===== config.mk =====
export PLATFORM = sky130hd
export DESIGN_NAME = system
export DESIGN_NICKNAME = d
export VERILOG_FILES = /design/src/rtl/uart_pkg.sv /design/src/rtl/baud_controller.sv /design/src/rtl/uart_rx.sv /design/src/rtl/uart_tx.sv /design/src/rtl/system.sv
export SDC_FILE = /design/constraint.sdc
export NUM_CORES = 1
export LEC_CHECK = 0
export BUFFER_PORTS_ARGS = -buffer_cell sky130_fd_sc_hd__buf_2
export CAP_MARGIN = 10
export CORE_MARGIN = 2
export CORE_UTILIZATION = 50
export DETAILED_ROUTE_END_ITERATION = 16
export PLACE_DENSITY = 0.75
export RECOVER_POWER = 50
export SYNTH_ARGS = -nofsm -noshare
export SYNTH_HDL_FRONTEND = slang
export SYNTH_HIERARCHICAL = 1
export SYNTH_SLANG_ARGS = --single-unit

===== constraint.sdc =====
create_clock -name clk -period 8.2 [get_ports clk]
set_input_delay 0.41 -clock clk [delete_from_list [all_inputs] [get_ports clk]]
set_output_delay 0.41 -clock clk [all_outputs]
set_load 0.02 [all_outputs]

===== src/rtl/uart_pkg.sv =====
// Shared UART definitions: FSM states, oversampling constants and the
// baud divider derivation used by every baud_controller instance.
package uart_pkg;

    localparam int unsigned OVERSAMPLE = 16;
    localparam int unsigned MID_SAMPLE = 8;
    localparam int unsigned DIV_W      = 14;

    localparam int unsigned BAUD_RATE [8] = '{300, 1200, 4800, 9600,
                                              19200, 38400, 57600, 115200};

    typedef enum logic [2:0] {
        ST_IDLE,
        ST_START,
        ST_DATA,
        ST_PARITY,
        ST_STOP
    } uart_state_t;

    // Rounded clk_freq / (OVERSAMPLE * baud).
    function automatic logic [DIV_W-1:0] baud_div(input int unsigned clk_freq,
                                                  input int unsigned baud);
        int unsigned q;
        q = (clk_freq + baud * (OVERSAMPLE / 2)) / (baud * OVERSAMPLE);
        return q[DIV_W-1:0];
    endfunction

endpackage


===== src/rtl/baud_controller.sv =====
// 16x oversampling tick generator; the selected divider is reloaded only at
// wrap so a baud change never truncates a tick period.
module baud_controller
    import uart_pkg::*;
#(
    parameter int unsigned CLK_FREQ = 50_000_000
) (
    input  logic       clk,
    input  logic       reset,
    input  logic [2:0] baud_select,
    output logic       sample_tick
);

    logic [DIV_W-1:0] div_table [8];
    logic [DIV_W-1:0] div_reg;
    logic [DIV_W-1:0] cnt_reg;

    generate
        for (genvar gi = 0; gi < 8; gi++) begin : g_div
            assign div_table[gi] = baud_div(CLK_FREQ, BAUD_RATE[gi]);
        end
    endgenerate

    assign sample_tick = (cnt_reg == div_reg - 1'b1);

    always_ff @(posedge clk) begin
        if (reset) begin
            cnt_reg <= '0;
            div_reg <= div_table[baud_select];
        end else if (sample_tick) begin
            cnt_reg <= '0;
            div_reg <= div_table[baud_select];
        end else begin
            cnt_reg <= cnt_reg + 1'b1;
        end
    end

endmodule


===== src/rtl/uart_rx.sv =====
// 8E1 receiver FSM with 2-flop input synchronizer and mid-bit sampling.
module uart_rx
    import uart_pkg::*;
(
    input  logic       clk,
    input  logic       reset,
    input  logic       rx_en,
    input  logic       rxd,
    input  logic       sample_tick,
    output logic       idle,
    output logic [7:0] rx_data,
    output logic       rx_ferror,
    output logic       rx_perror,
    output logic       rx_valid
);

    uart_state_t state_reg;
    logic        rx_meta_reg;
    logic        rx_sync_reg;
    logic [3:0]  tick_cnt_reg;
    logic [2:0]  bit_idx_reg;
    logic [7:0]  shift_reg;
    logic        parity_bit_reg;
    logic        last_tick;

    assign last_tick = sample_tick && (tick_cnt_reg == 4'(OVERSAMPLE - 1));
    // The RX baud counter is held clear while idle, aligning ticks to the start edge.
    assign idle      = (state_reg == ST_IDLE);

    always_ff @(posedge clk) begin
        if (reset) begin
            rx_meta_reg <= 1'b1;
            rx_sync_reg <= 1'b1;
        end else begin
            rx_meta_reg <= rxd;
            rx_sync_reg <= rx_meta_reg;
        end
    end

    always_ff @(posedge clk) begin
        if (reset) begin
            state_reg      <= ST_IDLE;
            tick_cnt_reg   <= '0;
            bit_idx_reg    <= '0;
            shift_reg      <= '0;
            parity_bit_reg <= 1'b0;
            rx_data        <= '0;
            rx_ferror      <= 1'b0;
            rx_perror      <= 1'b0;
            rx_valid       <= 1'b0;
        end else begin
            rx_valid <= 1'b0;
            if (!rx_en) begin
                state_reg <= ST_IDLE;
            end else begin
                if (state_reg != ST_IDLE && sample_tick)
                    tick_cnt_reg <= tick_cnt_reg + 1'b1;
                case (state_reg)
                    ST_IDLE: begin
                        tick_cnt_reg <= '0;
                        bit_idx_reg  <= '0;
                        if (!rx_sync_reg)
                            state_reg <= ST_START;
                    end
                    ST_START: begin
                        if (sample_tick && tick_cnt_reg == 4'(MID_SAMPLE - 1)) begin
                            tick_cnt_reg <= '0;
                            state_reg    <= rx_sync_reg ? ST_IDLE : ST_DATA;
                        end
                    end
                    ST_DATA: begin
                        if (last_tick) begin
                            shift_reg   <= {rx_sync_reg, shift_reg[7:1]};
                            bit_idx_reg <= bit_idx_reg + 1'b1;
                            if (bit_idx_reg == 3'd7)
                                state_reg <= ST_PARITY;
                        end
                    end
                    ST_PARITY: begin
                        if (last_tick) begin
                            parity_bit_reg <= rx_sync_reg;
                            state_reg      <= ST_STOP;
                        end
                    end
                    ST_STOP: begin
                        if (last_tick) begin
                            rx_data   <= shift_reg;
                            rx_perror <= (^shift_reg) != parity_bit_reg;
                            rx_ferror <= !rx_sync_reg;
                            rx_valid  <= ((^shift_reg) == parity_bit_reg) && rx_sync_reg;
                            state_reg <= ST_IDLE;
                        end
                    end
                    default: state_reg <= ST_IDLE;
                endcase
            end
        end
    end

endmodule


===== src/rtl/uart_tx.sv =====
// 8E1 transmitter FSM; each frame bit lasts OVERSAMPLE sample ticks.
module uart_tx
    import uart_pkg::*;
#(
    parameter logic [7:0] TX_DATA = 8'hEA
) (
    input  logic clk,
    input  logic reset,
    input  logic tx_en,
    input  logic tx_wr,
    input  logic sample_tick,
    output logic txd,
    output logic busy
);

    uart_state_t state_reg;
    logic [3:0]  tick_cnt_reg;
    logic [2:0]  bit_idx_reg;
    logic [7:0]  shift_reg;
    logic        parity_reg;
    logic        last_tick;

    assign last_tick = sample_tick && (tick_cnt_reg == 4'(OVERSAMPLE - 1));

    always_ff @(posedge clk) begin
        if (reset) begin
            state_reg    <= ST_IDLE;
            tick_cnt_reg <= '0;
            bit_idx_reg  <= '0;
            shift_reg    <= '0;
            parity_reg   <= 1'b0;
            txd          <= 1'b1;
            busy         <= 1'b0;
        end else if (!tx_en) begin
            state_reg    <= ST_IDLE;
            tick_cnt_reg <= '0;
            txd          <= 1'b1;
            busy         <= 1'b0;
        end else begin
            // The tick counter wraps by itself after OVERSAMPLE ticks.
            if (state_reg != ST_IDLE && sample_tick)
                tick_cnt_reg <= tick_cnt_reg + 1'b1;
            case (state_reg)
                ST_IDLE: begin
                    tick_cnt_reg <= '0;
                    if (tx_wr) begin
                        shift_reg   <= TX_DATA;
                        parity_reg  <= ^TX_DATA;
                        bit_idx_reg <= '0;
                        txd         <= 1'b0;
                        busy        <= 1'b1;
                        state_reg   <= ST_START;
                    end
                end
                ST_START: begin
                    if (last_tick) begin
                        txd       <= shift_reg[0];
                        shift_reg <= {1'b0, shift_reg[7:1]};
                        state_reg <= ST_DATA;
                    end
                end
                ST_DATA: begin
                    if (last_tick) begin
                        bit_idx_reg <= bit_idx_reg + 1'b1;
                        if (bit_idx_reg == 3'd7) begin
                            txd       <= parity_reg;
                            state_reg <= ST_PARITY;
                        end else begin
                            txd       <= shift_reg[0];
                            shift_reg <= {1'b0, shift_reg[7:1]};
                        end
                    end
                end
                ST_PARITY: begin
                    if (last_tick) begin
                        txd       <= 1'b1;
                        state_reg <= ST_STOP;
                    end
                end
                ST_STOP: begin
                    if (last_tick) begin
                        busy      <= 1'b0;
                        state_reg <= ST_IDLE;
                    end
                end
                default: state_reg <= ST_IDLE;
            endcase
        end
    end

endmodule


===== src/rtl/system.sv =====
// UART top: free-running TX baud timing, start-edge-aligned RX baud timing,
// fixed-byte transmitter and matching receiver.
module system
    import uart_pkg::*;
#(
    parameter int unsigned CLK_FREQ = 50_000_000,
    parameter logic [7:0]  TX_DATA  = 8'hEA
) (
    input  logic       clk,
    input  logic       reset,
    input  logic       Tx_WR,
    input  logic       Tx_EN,
    input  logic [2:0] baud_select,
    input  logic       Rx_EN,
    input  logic       RxD,
    output logic [7:0] Rx_DATA,
    output logic       Rx_FERROR,
    output logic       Rx_PERROR,
    output logic       Rx_VALID,
    output logic       TxD,
    output logic       Tx_BUSY
);

    logic tx_tick;
    logic rx_tick;
    logic rx_idle;
    logic rx_baud_rst;

    assign rx_baud_rst = reset || rx_idle;

    baud_controller #(.CLK_FREQ(CLK_FREQ)) u_tx_baud (
        .clk         (clk),
        .reset       (reset),
        .baud_select (baud_select),
        .sample_tick (tx_tick)
    );

    baud_controller #(.CLK_FREQ(CLK_FREQ)) u_rx_baud (
        .clk         (clk),
        .reset       (rx_baud_rst),
        .baud_select (baud_select),
        .sample_tick (rx_tick)
    );

    uart_tx #(.TX_DATA(TX_DATA)) u_tx (
        .clk         (clk),
        .reset       (reset),
        .tx_en       (Tx_EN),
        .tx_wr       (Tx_WR),
        .sample_tick (tx_tick),
        .txd         (TxD),
        .busy        (Tx_BUSY)
    );

    uart_rx u_rx (
        .clk         (clk),
        .reset       (reset),
        .rx_en       (Rx_EN),
        .rxd         (RxD),
        .sample_tick (rx_tick),
        .idle        (rx_idle),
        .rx_data     (Rx_DATA),
        .rx_ferror   (Rx_FERROR),
        .rx_perror   (Rx_PERROR),
        .rx_valid    (Rx_VALID)
    );

endmodule


==> reports/metrics.yaml <==
hold_path:
  holdCritPathClass: "primary input to flop"
  worstHoldStart: "RxD"
  holdPathEnd: "u_rx/rx_meta_reg"
  hold_depth: 2
power_and_ir_drop:
  power_frac_clock: 0.394
  cellPowerDensity_mw_per_mm2: 172.0
  pwr-share-seq: 0.530
  p_comb_frac: 0.076
  switching_power_w: 0.0002558
  p_int_w: 0.0008073
  total_power_w: 0.001063
  power.leakage_nw: 2.403
  switching_share: 0.2406
  vdd_ir_drop_max_uv: 113.7
worst_setup_path:
  r2r_cells: 12
  crit_path_end_kind: "flop"
  cp_max_fo: 21
  cp.arrival_ps: 4720
  critPathKind: "flop to flop"
  start_kind: "flop"
  reg2reg_to: "u_tx/bit_idx_reg[0]"
  r2r_start: "u_tx_baud/div_reg[0]"
  slowest_delay_ps: 750
  crit_path_top_delay_cell: "nor4b_1"
  required_ps: 8430
  reg2reg_slack_ps: 3710
  crit_path_cell_trace: "inv_1 -> ha_1 -> nor4b_1 -> nor3b_1 -> and3_1 -> o22ai_1 -> nor4_4 -> clkbuf_1 -> and4_1 -> a21o_1 -> a31oi_1 -> mux2_2"
logic_synthesis:
  synth.avg_cell_area_um2: 9.873
  synthFlopType: "dfxtp_1"
  synth_edf_count: 24
  yosysWarnings: 6
  synthCells: 586
  syn_area_mm2: 0.005786
  synth_fp_nets: 619
  ys_types: 91
  async_reset_ff_frac: 0
  ys_seq_area_frac: 0.4048
  ys_ff_latch: 105
finish:
  layout_common_cells: "dfxtp_1 (81), nor2_1 (55), nor3_1 (34)"
  multiInputGateArea_mm2: 0.003184
  diodes: 0
  syn_to_final_growth_pct: 6.856
  finalInstanceArea_mm2: 0.006182
  seq_area_mm2: 0.002342
  final_common_cell: "dfxtp_1"
  layout-drive-gt1-share: 0.1150
  fillers: 997
  fin_nets: 628
timing:
  maxSlewViolCount: 53
  setup_viol: 0
  finClkSkew_ps: 11.72
  tightest_slew_ps: 2258
  min_period_ps: 4486
  rsz0062_at_grt: "no"
  post-route-period-util: 0.5470
  finalHoldViolCount: 0
  fin_tns_setup_ps: 0
  fin_ws_ps: 3714
  fmax_mhz: 222.9
  max_slew_margin: -0.5053
placement:
  place_ws_ps: 3979
  placed_area_mm2: 0.005914
  portBuffers: 21
  gp_congestion: 0.8693
  dp_hpwl_mm: 7.804
cts:
  cts_setup_buffers: 0
  cts-root-buf: "clkbuf_16"
  numCtsBuffers: 9
  h-tree-depth: 3
  cts_sinks: 105
  cts.clk_slew.worst_paths_ps: 70
  hold_buffers: 0
  cts_tree: "built"
  clock_latency_ps: 340
  clockBufferDepth: 2
  cts-resized-gates: 0
floorplan:
  core_area_mm2: 0.01137
  die_w_um: 111.6
  die-area_mm2: 0.01245
  core.rowCount: 39
  start_util: 0.5089
  dieHeight_um: 111.6
  io_pins: 22
drt:
  wl_per_cell_um: 14.40
  vias: 4232
  drt-pass1-iter-count: 6
  routed_wl_mm: 10.70
  dr.first_iter.drc_count: 196
  drc_errors: 0
  viasPerCell: 5.696
  ant_nets: 0
global_routing:
  grt_usage: 0.1808
  grt_first_pass_wirelength_mm: 19.02
  first_global_vias: 4134
  antenna_found_initial: 0
  overflow: 0
  grt_max_degree: 53
run:
  maxCapViolations: 1
outcome:
  outcome: "complete, but fails checks"
  violations: "capacitance limit, slew limit"
## critical path: cells and delay by family (launching register included)
kind | cells | cell delay (ps)
AOI/OAI and AO/OA | 3 | 420
adders and majority gates | 1 | 220
buffers and inverters | 2 | 780
DFF | 1 | 450
muxes | 1 | 390
and+or+nand+nor | 5 | 2110
## power by group through the flow
stage                     logic [W]  clock network [W]  registers, W
after floorplan           0.0000656                  0      0.000569
after global placement    0.0000777                  0      0.000574
after detailed placement  0.0000808                  0      0.000575
after CTS                 0.0000815           0.000430      0.000563
after global routing      0.0000916           0.000452      0.000566
final                     0.0000810           0.000419      0.000564
## worst max-delay path by stage
stage,slack [ps],cells after the start,end,from
CTS,3970,10,u_rx/rx_perror,u_rx_baud/div_reg[0]
global placement,4080,10,u_rx/rx_perror,u_rx_baud/div_reg[0]
floorplan,4780,12,u_rx/rx_perror,u_rx_baud/div_reg[0]
global route,3340,12,u_tx/bit_idx_reg[0],u_tx_baud/div_reg[0]
detailed placement,3980,10,u_rx/rx_perror,u_rx_baud/div_reg[0]
finish,3710,12,u_tx/bit_idx_reg[0],u_tx_baud/div_reg[0]
## per-layer routing
layer,up-vias,GRT usage,part of all wire
li1,2118,-,-
met1,2023,0.2287,0.46
met2,76,0.3057,0.49
met3,15,0.02885,0.030
met4,0,0.08230,0.019
met5,-,0,0
## through the flow
step	hold slack, ps	utilization	instances
final	244.8	0.5437	743
after global routing	239.7	0.5437	743
after CTS	236.1	0.5465	743
after detailed placement	412.1	0.5202	727
after global placement	400.9	0.5202	727
after floorplan	389.5	-	586
## Yosys cell counts (all sizes together), types with 4 or more instances
library cell	instances	share of area
a21o	8	0.010
a21oi	20	0.018
a31oi	4	0.0043
and3	6	0.0065
buf	12	0.018
clkbuf	12	0.0095
dfxtp	81	0.28
edfxtp	24	0.12
ha	24	0.052
inv	21	0.014
mux2i	26	0.045
nand2	29	0.020
nand2b	9	0.0097
nand3	18	0.018
nand3b	5	0.0065
nand4	6	0.0086
nor2	55	0.036
nor2b	9	0.0097
nor3	44	0.047
nor3b	7	0.0099
nor4	4	0.0069
nor4b	6	0.012
o211ai	5	0.0074
o21ai	10	0.0087
o221a	4	0.0078
or2	10	0.011
or3	5	0.0054
or4	4	0.0058
xnor2	32	0.048
xor2	32	0.048
## kinds of logic after synthesis
family	count (synthesis)	share of synthesized area
AOI/OAI and AO/OA	87	0.1131
xor gates and xnor gates	65	0.1008
adders and majority gates	24	0.05190
buffers and inverters	47	0.04368
DFF	105	0.4048
muxes	27	0.04693
and+or+nand+nor	231	0.2388
## layout make-up
type / instances / share of cell area
Sequential cell: 105 / 0.3789
Clock buffer: 10 / 0.04048
Multi-Input combinational cell: 434 / 0.5151
Tap cell: 143 / 0.02894
Timing Repair Buffer: 23 / 0.01538
Inverter: 22 / 0.01336
Clock inverter: 6 / 0.007893
Note: power is estimated with default switching activity, not from simulation.
